**config.mk**
```make
export PLATFORM = sky130hd
export DESIGN_NAME = fetch_unit_flat
export DESIGN_NICKNAME = d
export VERILOG_FILES = /design/src/rtl/fetch_unit_pkg.sv /design/src/rtl/fetch_unit_if.sv /design/src/rtl/fetch_unit_queue.sv /design/src/rtl/fetch_unit.sv /design/src/flat_wrapper.sv
export SDC_FILE = /design/constraint.sdc
export NUM_CORES = 1
export LEC_CHECK = 0
export ABC_CLOCK_PERIOD_IN_PS = 20200
export BUFFER_PORTS_ARGS = -buffer_cell sky130_fd_sc_hd__buf_2
export CORE_AREA = 2 2 202 204
export DETAILED_ROUTE_END_ITERATION = 8
export DIE_AREA = 0 0 204 206
export GPL_ROUTABILITY_DRIVEN = 0
export HOLD_SLACK_MARGIN = 0.08
export PLACE_DENSITY = 0.77
export REMOVE_ABC_BUFFERS = 1
export SETUP_SLACK_MARGIN = 0.3
export SLEW_MARGIN = 20
export SYNTH_ARGS = -nofsm -noshare
export SYNTH_HDL_FRONTEND = slang
export SYNTH_HIERARCHICAL = 1
export SYNTH_SLANG_ARGS = --single-unit
```
**constraint.sdc**
```tcl
create_clock -name clk -period 20.2 [get_ports clk]
set_input_delay 1.01 -clock clk [delete_from_list [all_inputs] [get_ports clk]]
set_output_delay 1.01 -clock clk [all_outputs]
set_load 0.02 [all_outputs]
```
**src/rtl/fetch_unit_pkg.sv**
```systemverilog
// Shared CPU definitions for the fetch stage: NOP encoding, fetch exception codes,
// the fetch-entry record carried to decode, and the fetch state encoding.
package fetch_unit_pkg;

  localparam logic [31:0] NOP_INSTR        = 32'h0000_0013;
  localparam logic [3:0]  EXC_MISALIGNED   = 4'd0;
  localparam logic [3:0]  EXC_ACCESS_FAULT = 4'd1;
  localparam int          QUEUE_DEPTH      = 2;

  typedef struct packed {
    logic [63:0] pc;
    logic [31:0] instr;
    logic        exc_en;
    logic [3:0]  exc_code;
    logic [63:0] exc_val;
  } fetch_entry_t;

  localparam int FETCH_ENTRY_W = $bits(fetch_entry_t);

  typedef enum logic [0:0] {
    ST_RUN      = 1'b0,
    ST_EXC_WAIT = 1'b1
  } fetch_state_e;

endpackage

```
**src/rtl/fetch_unit_if.sv**
```systemverilog
// Fetch-stage bus: instruction-memory request/response, redirect input and
// the decode-side handshake with the head entry.
interface fetch_unit_if;

  logic [63:0] pc_addr;
  logic [31:0] imem_instr;
  logic        imem_exc_en;
  logic [3:0]  imem_exc_code;
  logic [63:0] imem_exc_val;
  logic        redirect_en;
  logic [63:0] redirect_pc;
  logic        if_valid;
  logic        if_ready;
  logic [63:0] if_pc;
  logic [31:0] if_instr;
  logic        if_exc_en;
  logic [3:0]  if_exc_code;
  logic [63:0] if_exc_val;

  modport master (
    output pc_addr, if_valid, if_pc, if_instr, if_exc_en, if_exc_code, if_exc_val,
    input  imem_instr, imem_exc_en, imem_exc_code, imem_exc_val,
    input  redirect_en, redirect_pc, if_ready
  );

  modport slave (
    input  pc_addr, if_valid, if_pc, if_instr, if_exc_en, if_exc_code, if_exc_val,
    output imem_instr, imem_exc_en, imem_exc_code, imem_exc_val,
    output redirect_en, redirect_pc, if_ready
  );

endinterface

```
**src/rtl/fetch_unit_queue.sv**
```systemverilog
// Two-entry fetch queue (module fetch_queue) with enqueue, dequeue and flush.
// Flush drops every entry; enqueue into a full queue is accepted only with a dequeue.
module fetch_queue
  import fetch_unit_pkg::*;
(
  input  logic         clk,
  input  logic         rst,
  input  logic         enq_en,
  input  fetch_entry_t enq_data,
  input  logic         deq_en,
  input  logic         flush,
  output fetch_entry_t head,
  output logic [1:0]   count
);

  logic       wr_ptr_q, wr_ptr_d;
  logic       rd_ptr_q, rd_ptr_d;
  logic [1:0] count_q, count_d;
  logic       do_enq, do_deq;

  assign do_deq = deq_en && (count_q != 2'd0);
  assign do_enq = enq_en && !flush && ((count_q != 2'd2) || do_deq);

  genvar gi;
  generate
    for (gi = 0; gi < QUEUE_DEPTH; gi++) begin : g_entry
      fetch_entry_t entry_q, entry_d;

      always_comb begin
        entry_d = entry_q;
        if (do_enq && (wr_ptr_q == 1'(gi)))
          entry_d = enq_data;
      end

      always_ff @(posedge clk or posedge rst) begin
        if (rst) entry_q <= '0;
        else     entry_q <= entry_d;
      end
    end
  endgenerate

  always_comb begin
    wr_ptr_d = wr_ptr_q;
    rd_ptr_d = rd_ptr_q;
    count_d  = count_q;
    if (flush) begin
      wr_ptr_d = 1'b0;
      rd_ptr_d = 1'b0;
      count_d  = 2'd0;
    end else begin
      if (do_enq) wr_ptr_d = ~wr_ptr_q;
      if (do_deq) rd_ptr_d = ~rd_ptr_q;
      case ({do_enq, do_deq})
        2'b10:   count_d = count_q + 2'd1;
        2'b01:   count_d = count_q - 2'd1;
        default: count_d = count_q;
      endcase
    end
  end

  always_ff @(posedge clk or posedge rst) begin
    if (rst) begin
      wr_ptr_q <= 1'b0;
      rd_ptr_q <= 1'b0;
      count_q  <= 2'd0;
    end else begin
      wr_ptr_q <= wr_ptr_d;
      rd_ptr_q <= rd_ptr_d;
      count_q  <= count_d;
    end
  end

  assign head  = rd_ptr_q ? g_entry[1].entry_q : g_entry[0].entry_q;
  assign count = count_q;

endmodule

```
**src/rtl/fetch_unit.sv**
```systemverilog
// Fetch unit: PC register and RUN/EXC_WAIT control feeding a 2-entry queue to decode.
// Optional FETCH_MISALIGN_CHECK_EN raises a local misaligned-fetch exception.
module fetch_unit
  import fetch_unit_pkg::*;
#(
  parameter logic [63:0] RESET_PC = 64'h0
) (
  input  logic          clk,
  input  logic          rst,
  fetch_unit_if.master  bus
);

  logic [63:0]  pc_q, pc_d;
  fetch_state_e state_q, state_d;
  fetch_entry_t enq_entry, head;
  logic [1:0]   count;
  logic         enq_en, flush, transfer, misaligned, not_empty;

`ifdef FETCH_MISALIGN_CHECK_EN
  assign misaligned = (pc_q[1:0] != 2'b00);
`else
  assign misaligned = 1'b0;
`endif

  assign not_empty = (count != 2'd0);
  assign transfer  = not_empty && bus.if_ready;

  always_comb begin
    pc_d               = pc_q;
    state_d            = state_q;
    enq_en             = 1'b0;
    flush              = 1'b0;
    enq_entry.pc       = pc_q;
    enq_entry.instr    = bus.imem_instr;
    enq_entry.exc_en   = bus.imem_exc_en;
    enq_entry.exc_code = bus.imem_exc_code;
    enq_entry.exc_val  = bus.imem_exc_val;

    if (bus.redirect_en) begin
      pc_d    = bus.redirect_pc;
      flush   = 1'b1;
      state_d = ST_RUN;
    end else if ((state_q == ST_RUN) && ((count != 2'd2) || transfer)) begin
      enq_en = 1'b1;
      if (misaligned) begin
        // Local fault takes precedence; whatever memory returned this cycle is ignored.
        enq_entry.instr    = NOP_INSTR;
        enq_entry.exc_en   = 1'b1;
        enq_entry.exc_code = EXC_MISALIGNED;
        enq_entry.exc_val  = pc_q;
        state_d            = ST_EXC_WAIT;
      end else if (bus.imem_exc_en) begin
        enq_entry.instr = NOP_INSTR;
        state_d         = ST_EXC_WAIT;
      end else begin
        pc_d = pc_q + 64'd4;
      end
    end
  end

  always_ff @(posedge clk or posedge rst) begin
    if (rst) begin
      pc_q    <= RESET_PC;
      state_q <= ST_RUN;
    end else begin
      pc_q    <= pc_d;
      state_q <= state_d;
    end
  end

  fetch_queue u_queue (
    .clk      (clk),
    .rst      (rst),
    .enq_en   (enq_en),
    .enq_data (enq_entry),
    .deq_en   (transfer),
    .flush    (flush),
    .head     (head),
    .count    (count)
  );

  assign bus.pc_addr     = pc_q;
  assign bus.if_valid    = not_empty;
  assign bus.if_pc       = not_empty ? head.pc       : 64'h0;
  assign bus.if_instr    = not_empty ? head.instr    : NOP_INSTR;
  assign bus.if_exc_en   = not_empty ? head.exc_en   : 1'b0;
  assign bus.if_exc_code = not_empty ? head.exc_code : 4'd0;
  assign bus.if_exc_val  = not_empty ? head.exc_val  : 64'h0;

endmodule

```
**src/flat_wrapper.sv**
```systemverilog
// flat-port wrapper written by rule: the top's interface ports become plain ports
module fetch_unit_flat import fetch_unit_pkg::*;
#(
  parameter logic [63:0] RESET_PC = 64'h0
)
  (clk, rst, bus_pc_addr, bus_if_valid, bus_if_pc, bus_if_instr, bus_if_exc_en, bus_if_exc_code, bus_if_exc_val, bus_imem_instr, bus_imem_exc_en, bus_imem_exc_code, bus_imem_exc_val, bus_redirect_en, bus_redirect_pc, bus_if_ready);
  fetch_unit_if bus_i ();
  input  logic clk;
  input  logic rst;
  output wire logic [$bits(bus_i.pc_addr)-1:0] bus_pc_addr;
  output wire logic [$bits(bus_i.if_valid)-1:0] bus_if_valid;
  output wire logic [$bits(bus_i.if_pc)-1:0] bus_if_pc;
  output wire logic [$bits(bus_i.if_instr)-1:0] bus_if_instr;
  output wire logic [$bits(bus_i.if_exc_en)-1:0] bus_if_exc_en;
  output wire logic [$bits(bus_i.if_exc_code)-1:0] bus_if_exc_code;
  output wire logic [$bits(bus_i.if_exc_val)-1:0] bus_if_exc_val;
  input wire logic [$bits(bus_i.imem_instr)-1:0] bus_imem_instr;
  input wire logic [$bits(bus_i.imem_exc_en)-1:0] bus_imem_exc_en;
  input wire logic [$bits(bus_i.imem_exc_code)-1:0] bus_imem_exc_code;
  input wire logic [$bits(bus_i.imem_exc_val)-1:0] bus_imem_exc_val;
  input wire logic [$bits(bus_i.redirect_en)-1:0] bus_redirect_en;
  input wire logic [$bits(bus_i.redirect_pc)-1:0] bus_redirect_pc;
  input wire logic [$bits(bus_i.if_ready)-1:0] bus_if_ready;
  assign bus_pc_addr = bus_i.pc_addr;
  assign bus_if_valid = bus_i.if_valid;
  assign bus_if_pc = bus_i.if_pc;
  assign bus_if_instr = bus_i.if_instr;
  assign bus_if_exc_en = bus_i.if_exc_en;
  assign bus_if_exc_code = bus_i.if_exc_code;
  assign bus_if_exc_val = bus_i.if_exc_val;
  assign bus_i.imem_instr = bus_imem_instr;
  assign bus_i.imem_exc_en = bus_imem_exc_en;
  assign bus_i.imem_exc_code = bus_imem_exc_code;
  assign bus_i.imem_exc_val = bus_imem_exc_val;
  assign bus_i.redirect_en = bus_redirect_en;
  assign bus_i.redirect_pc = bus_redirect_pc;
  assign bus_i.if_ready = bus_if_ready;
  fetch_unit #(.RESET_PC(RESET_PC)) u_core (.clk(clk), .rst(rst), .bus(bus_i));
endmodule
```
-- After elaboration in Yosys (flattened, before gate mapping)
Cells that the tools add are included.
Widths: inputs -> output; s select.
- flip-flop bits (word level): 399
- output and inout port bits: 230
- word-level logic and storage cells: 67
- $add $sub $neg: 3
- eq/ne operators: 4
- multiplexer cells: 24
- bitwise operators: 3
- reductions and logical operators: 18
- operator list (cell ; number):
    $mux 64 ; 5
    $mux 101 ; 2
    $mux 165 ; 1
    $add 64x3->64 const B ; 1
    $mux 32 ; 2
    $mux 1 ; 11
    $reduce_bool 2->1 ; 5
    $logic_and 1x1->1 ; 7
    $mux 4 ; 1
    $pmux 2 s2 ; 1
    $reduce_and 2->1 ; 2
    $not 1->1 ; 3
    $reduce_bool 3->1 ; 1
    $add 2x1->2 const B ; 1
    $eq 2x1->1 const B ; 1
    $eq 2x2->1 const B ; 1
    $logic_or 1x1->1 ; 2
    $mux 2 ; 1
    $ne 2x1->1 const B ; 1
    $ne 2x2->1 const B ; 1
    $sub 2x1->2 const B ; 1
    $logic_not 1->1 ; 1

-- Logic depth before layout (Yosys ltp)
Gate-level depths: netlist (run 1).
- depth after elaboration: 11
- mapped depth: 10
- depth with buffers taken out: 6

-- Modules after synthesis
The synthesis (run 1) kept the hierarchy.
- by module, submodules not included (module ; times used ; cells an instance ; area an instance (um^2)):
    fetch_queue ; 1 ; 906 ; 14931.8
    fetch_unit ; 1 ; 729 ; 5615.4

-- Least setup slack after synthesis (run 1)
OpenSTA, ideal clock, no wires.
- path type: input port to flip-flop
- from: input port bus_redirect_en
- to: register u_core/u_queue/g_entry[0].entry_q[101] in the netlist's numbering
- setup time: 0.125 ns
- arrival: 2.849 ns
- path slack: 17.226 ns
- stages on the path: 7
- buffers on the path: 4
- path through: clkbuf_1 > nor3_1 > or4b_1 > clkbuf_1 > buf_6 > buf_6 > mux2_4
- elaborated cells on any way between the ends: 6
- those cells by class: 2 x mux; 4 x reduce/logical
- RTL lines (element ; RTL line ; text):
    from (decl) ; flat_wrapper.sv:21 ; input wire logic [$bits(bus_i.redirect_en)-1:0] bus_redirect_en;
    $mux 1 ; fetch_unit.sv:39 ; if (bus.redirect_en) begin
    named net u_core.enq_en ; fetch_unit.sv:17 ; logic enq_en, flush, transfer, misaligned, not_empty;
    $logic_and 1x1->1 (2 in a row) ; fetch_unit_queue.sv:22 ; assign do_enq = enq_en && !flush && ((count_q != 2'd2) || do_deq);
    $logic_and 1x1->1 ; fetch_unit_queue.sv:31 ; if (do_enq && (wr_ptr_q == 1'(gi)))
    to (signal assigned) ; fetch_unit_queue.sv:37 ; else entry_q <= entry_d;
    to (decl) ; fetch_unit_queue.sv:27 ; fetch_entry_t entry_q, entry_d;
The timed path passes the listed nets, and every way through them passes these cells.
A chain may end at the register's enable or synchronous reset.

-- Worst setup path after layout (run 1)
- from: register u_core.u_queue.count_q[1], in the netlist u_core/u_queue/count[1]
- to: register u_core/u_queue/g_entry[0].entry_q[16] in the netlist's numbering
- longest elaborated chain between the ends: 9
- elaborated cells on any way between the ends: 12
- those cells by class: 1 x eq/ne; 2 x mux; 9 x reduce/logical
- RTL lines (element ; RTL line ; text):
    from (decl) ; fetch_unit_queue.sv:18 ; logic [1:0] count_q, count_d;
    from (signal assigned) ; fetch_unit_queue.sv:69 ; count_q <= count_d;
    $reduce_bool 2->1 * ; fetch_unit.sv:25 ; assign not_empty = (count != 2'd0);
    $logic_and 1x1->1 * ; fetch_unit.sv:26 ; assign transfer = not_empty && bus.if_ready;
    named net u_core.transfer ; fetch_unit.sv:17 ;
    $logic_or 1x1->1 ; fetch_unit.sv:43 ; end else if ((state_q == ST_RUN) && ((count != 2'd2) || transfer)) begin
    $logic_and 1x1->1 ; fetch_unit.sv:43 ;
    $mux 1 ; fetch_unit.sv:43 ;
    $mux 1 ; fetch_unit.sv:39 ;
    $logic_and 1x1->1 ; fetch_unit_queue.sv:22 ;
    $logic_and 1x1->1 * ; fetch_unit_queue.sv:22 ;
    $logic_and 1x1->1 * ; fetch_unit_queue.sv:31 ;
The timed path passes the listed nets; every way through them passes the cells marked *.

==> impl_metrics.ini, run 1 <==
[die]
io_pins = 399
core_area_mm2 = 0.0402
die-area_mm2 = 0.0420
initial_core_util = 0.511
core.rowCount = 74
die_h_um = 206
fp.dieW_um = 204

[layout]
fill_cells = 3240
drive_gt1_frac = 0.505
design_area_mm2 = 0.0238
final_common_cell = dfrtp_1
layout-area-overhead-vs-synth_pct = 15.9
layout_common_cells = dfrtp_1 (398), buf_2 (397), mux2_2 (358)
num-nets-final = 2104
instances_no_fill = 2504
fin_util = 0.593

[global_routing]
busiest_layer = met2
use_met2 = 0.394
overflow = 0
grt_pass1_vias = 14300
grt_pass1_wl_mm = 80.5
antenna_found_initial = 3
grtUsageMet1 = 0.326
grt_usage = 0.242
met3_usage = 0.0495
grt_max_degree = 123

[critical_path]
end_kind = flip-flop
cp.required_ns = 20.64
crit_family = simple AND/OR/NAND/NOR gates
worstPathMaxFanout = 85
crit_arrival_ns = 4.91
crit_top_cell = buf_4
path_cells = or2_4 -> and2_1 -> nor3b_1 -> or4b_4 -> buf_4 -> buf_4 -> mux2_4
critical_path_buf_inv_count = 2
crit_type = flip-flop to flip-flop
slowest_stage = buf_4
max_stage_delay_ns = 0.72
start_kind = flip-flop

[synth]
async_flop_share = 1.00
synth_seq_area_share = 0.486
ys_ff_latch = 399
synthCells = 1635
syn_area_mm2 = 0.0205
syn_avg_cell_area_um2 = 12.6
synth_edf_count = 0
synth_cell_types = 47
yosysWarningCount = 6
synthFlopType = dfrtp_1

[hold_path]
hp-class = flip-flop to flip-flop

[cts]
clkLatencyLatePin_ns = 0.57
cts_max_level = 2
cts.clk_slew.worst_paths_ns = 0.06
numCtsBuffers = 44
postCtsHoldBufs = 0
cts_setup_buffers = 0
cts_tree = done
cts_buffer_depth = 3
cts_root_buf = clkbuf_16
cts.sinks = 399
cts-resized-gates = 0

[route]
first_pass_iters = 5
drc_errors = 0
ant_nets = 0
vias = 13900
viasPerCell = 5.54
drt_iter0_markers = 752
wl_mm = 51.6
routedWlPerCell_um = 20.6

[sta]
setup_tns_ns = 0
slew_viol_final = 0
finalHoldViolCount = 0
post-route-min-period_ns = 4.48
period_share = 0.222
rsz0062_at_grt = false
worst_pin_slew_ns = 1.12
setup_viol = 0
finalClockSkew_ns = 0.0252
max_freq_mhz = 223
max_slew_margin = 0.254

[flow_run]
drv_cap = 0

[placement]
dpl.hpwl_mm = 33.6
place_area_mm2 = 0.0224
portBuffers = 398
dp_cells = 2420

[outcome]
status = finished, final reports clean

[power_and_ir_drop]
ir_drop_uv = 76.2
p_leak_nw = 11.3
power_density_mw_per_mm2 = 118
power by group:
| group | internal, W | switching, W |
|---|---|---|
| clock | 0.000466 | 0.000329 |
| sequential | 0.00108 | 0.000167 |
| combinational | 0.000452 | 0.000323 |
final timing paths:
kind	startpoint	to	slack, ns	cells after the start
setup / recovery	u_core/u_queue/count[1]	u_core/u_queue/g_entry[0].entry_q[16]	15.72	7
hold / removal	u_core/u_queue/g_entry[0].entry_q[159]	u_core/u_queue/g_entry[0].entry_q[159]	0.50	1
setup reg to reg	u_core/u_queue/count[1]	u_core/u_queue/g_entry[0].entry_q[16]	15.72	7
hold reg to reg	u_core/u_queue/g_entry[0].entry_q[159]	u_core/u_queue/g_entry[0].entry_q[159]	0.50	1
max in group asynchronous	rst	u_core/u_queue/g_entry[0].entry_q[4]	17.26	4
min in group asynchronous	rst	u_core/u_queue/g_entry[0].entry_q[152]	0.64	2
flip-flops by register name (all words and copies together) (netlist names):
register / cells
u_core/u_queue/rd_ptr_q: 1
u_core/state_q: 1
u_core/u_queue/wr_ptr_q: 1
u_core/u_queue/g_entry.entry_q: 330
u_core/bus.pc_addr: 64
u_core/u_queue/count: 2
layer usage:
layer  wire length (um)  up-vias
li1                   -     6279
met1              22500     7005
met2              24500      494
met3               3430       80
met4               1260        2
met5                 13        -
kinds of logic (layout without fill, tap and decap cells):
family                     count (synthesis)  in the layout  share of synthesized area
adders and majority gates                  1              1                   0.000609
and+or+nand+nor                          446            446                      0.125
DFF                                      399            399                      0.486
AOI/OAI and AO/OA                         86             86                     0.0251
muxes                                    498            498                      0.298
buffers and inverters                    169            504                     0.0496
other                                      0              2                          0
xor gates and xnor gates                  36             36                     0.0153
stage by stage:
step | hold WS, ns | power, W | worst slack [ns]
floorplan | 0.475 | 0.00182 | 5.67
global placement | 0.483 | 0.00198 | 15.58
detailed placement | 0.490 | 0.00203 | 15.42
CTS | 0.503 | 0.00284 | 15.72
global route | 0.514 | 0.00296 | 15.47
finish | 0.500 | 0.00281 | 15.72
synth_stat cells, types with 10 or more instances:
library cell    n  share of area
buf_4          64          0.023
and3_1         12         0.0037
mux2_2        358           0.20
xor2_1         29          0.012
clkbuf_1       58          0.011
nor3_1         10         0.0024
nand2b_1       10         0.0030
nor2_1         27         0.0049
and2_1        194          0.059
a31oi_1        15         0.0046
nand4_1        26         0.0079
nand2_1        70          0.013
mux2_4        139           0.10
dfrtp_1       399           0.49
buf_6          16         0.0088
or4_1          17         0.0062
o211ai_1       10         0.0037
nand3_1        39         0.0095
o21ai_0        44          0.011
buf_2          20         0.0049
area by class of cell:
type / count / area [um^2] / share of cell area
clock inverter: 11 / 96.3 / 0.00405
tap: 532 / 666 / 0.0280
clock buffer: 71 / 1340 / 0.0561
inverter: 7 / 33.8 / 0.00142
antenna: 2 / 5.00 / 0.000210
sequential: 399 / 9990 / 0.419
timing repair buffer: 415 / 2130 / 0.0893
multi-input combinational: 1067 / 9560 / 0.402
Power figures use the tool's default switching activity.
==> run 2, diff against run 1 <==
- ABC_AREA: default -> 1
- ABC_CLOCK_PERIOD_IN_PS: 20200 -> 3900
- CORE_AREA: 2 2 202 204 -> 2 2 212 214
- DIE_AREA: 0 0 204 206 -> 0 0 214 216
- PLACE_DENSITY: 0.77 -> 0.79
- clock period: 20.2 -> 3.9 ns (I/O delays scaled with it)
==> impl_metrics.ini, run 2 <==
[outcome]
status = finished, final reports clean

[power_and_ir_drop]
ir_drop_uv = 316
power_density_mw_per_mm2 = 529
p_leak_nw = 14.9

[cts]
cts_tree = done
clkLatencyLatePin_ns = 0.56
cts_root_buf = clkbuf_16
cts_max_level = 2
numCtsBuffers = 44
cts.sinks = 399
cts.clk_slew.worst_paths_ns = 0.06
cts_setup_buffers = 0
cts_buffer_depth = 3
cts-resized-gates = 0

[flow_run]
drv_cap = 0

[route]
dr_wl_met2_mm = 29.3
vias = 20700
routedWlPerCell_um = 15.4
wl_mm = 63.2
ant_nets = 0
wl_met3_mm = 5.35
drc_errors = 0
drt_iter0_markers = 1984
highest_layer = met4
viasPerCell = 5.06
first_pass_iters = 8
met1_length_mm = 26.4

[critical_path]
crit_arrival_ns = 2.62
r2r_slack_ns = 1.15
path_cells = inv_6 -> buf_4 -> nand2_1 -> nand2_1 -> inv_1 -> nor2_1 -> buf_2
crit_top_cell = nand2_1
crit_family = buffers and inverters
end_kind = output pin
start_kind = flip-flop
cp.required_ns = 3.70
crit_type = flip-flop to output pin
worstPathMaxFanout = 72
max_stage_delay_ns = 0.51
critical_path_buf_inv_count = 4
slowest_stage = dfrtp_4

[layout]
largest-register = u_core/u_queue/g_entry.entry_q
final_common_cell = nand2_1
n_antenna_cell = 0
design_area_mm2 = 0.0273
largest_register_ffs = 330
layout_common_cells = nand2_1 (1122), inv_1 (436), buf_2 (398), dfrtp_1 (398), nor2_1 (305)
layout-area-overhead-vs-synth_pct = 20.8
num-nets-final = 3643
drive_gt1_frac = 0.225

[placement]
dpl.hpwl_mm = 40.3
portBuffers = 398
place_area_mm2 = 0.0242

[sta]
setup_tns_ns = 0
finalHoldViolCount = 0
period_share = 0.722
worst_pin_slew_ns = 0.965
max_freq_mhz = 355
finalClockSkew_ns = 0.0206
max_slew_margin = 0.357
fin_hold_ws_ns = 0.161
post-route-min-period_ns = 2.81
setup_viol = 0
slew_viol_final = 0
rsz0062_at_grt = false

[die]
fp.dieW_um = 214
die-area_mm2 = 0.0462
io_pins = 399
core_area_mm2 = 0.0438
core.rowCount = 77
initial_core_util = 0.516
die_h_um = 216

[synth]
yosysWarningCount = 6
synth_cell_types = 38
synthCells = 3053
syn_avg_cell_area_um2 = 7.41
synth_seq_area_share = 0.441
netlist.area_leader.share = 0.441
synth_area_leaders = dfrtp_1 (44%), nand2_1 (19%), o21ai_2 (9.2%)
synthFlopType = dfrtp_1
syn_area_mm2 = 0.0226
async_flop_share = 1.00
yosysMostFrequentCell = nand2_1
ys_ff_latch = 399
yosysTopAreaCell = dfrtp_1
synth_edf_count = 0
synth_common_cells = nand2_1 (1123), inv_1 (438), dfrtp_1 (399)

[global_routing]
grt_max_degree = 167
grt_pass1_wl_mm = 102
overflow = 0
grt_usage = 0.271
grt_pass1_vias = 19700
antenna_found_initial = 0

[hold_path]
hp-class = input pin to flip-flop
==> run 2: cell type report <==
type                       instances  area, um^2
clock buffer                      65        1310
clock inverter                    14         209
fill                            3712       16500
inverter                         448        1700
multi-input combinational       1994        9450
sequential                       399        9990
tap                              592         741
timing repair buffer             586        3940
==> run 2: metrics by stage <==
| stage | setup slack (ns) | util | cells | power (W) |
|---|---|---|---|---|
| CTS | 1.07 | 0.624 | 4098 | 0.0145 |
| detailed placement | 1.24 | 0.551 | 3853 | 0.00998 |
| global route | 0.926 | 0.624 | 4098 | 0.0153 |
| floorplan | -5.55 | - | 2841 | 0.00890 |
| finish | 1.09 | 0.624 | 4098 | 0.0145 |
| global placement | 1.33 | 0.551 | 3853 | 0.00984 |
==> run 2: repair_timing <==
item,4_1_cts,5_1_grt
setup endpoints to repair,0,0
endpoints found under the hold margin,406,0
hold buffers,166,0
==> run 2: worst paths after layout <==
path / startpoint / to / cells after the start
max: u_core/u_queue/rd_ptr_q / bus_if_exc_val[26] / 7
min: bus_redirect_en / u_core/bus.pc_addr[0] / 3
max reg2reg: u_core/u_queue/count[0] / u_core/u_queue/g_entry[0].entry_q[28] / 11
min reg2reg: u_core/u_queue/g_entry[1].entry_q[152] / u_core/u_queue/g_entry[1].entry_q[152] / 2
max in group asynchronous: rst / u_core/u_queue/g_entry[1].entry_q[141] / 4
min in group asynchronous: rst / u_core/bus.pc_addr[0] / 3
==> run 2: per-layer routing <==
metal / vias up / global-route usage
met4: 0 / 0.100
met5: - / 0
met2: 947 / 0.441
met1: 9620 / 0.358
met3: 148 / 0.0562
li1: 10000 / -
==> run 2: logic make-up after synthesis <==
kind of cell,share of synthesized area
AO/OA/AOI/OAI,0.135
AND/OR/NAND/NOR,0.273
adder cells (fa/ha/maj),0.000553
flip-flops,0.441
XOR/XNOR,0.00774
buffers and inverters,0.142
==> run 2: power breakdown <==
group / switching [W] / internal, W
Clock: 0.00168 / 0.00266
Sequential: 0.000844 / 0.00542
Combinational: 0.00234 / 0.00151
Total: 0.00487 / 0.00959
==> run 2: worst reg2reg max path, delay by kind of cell, from the launching register on <==
kind,cells,cell delay (ns)
simple gates,7,1.40
flops,1,0.48
buf+inv,3,0.70
compound gates,1,0.08
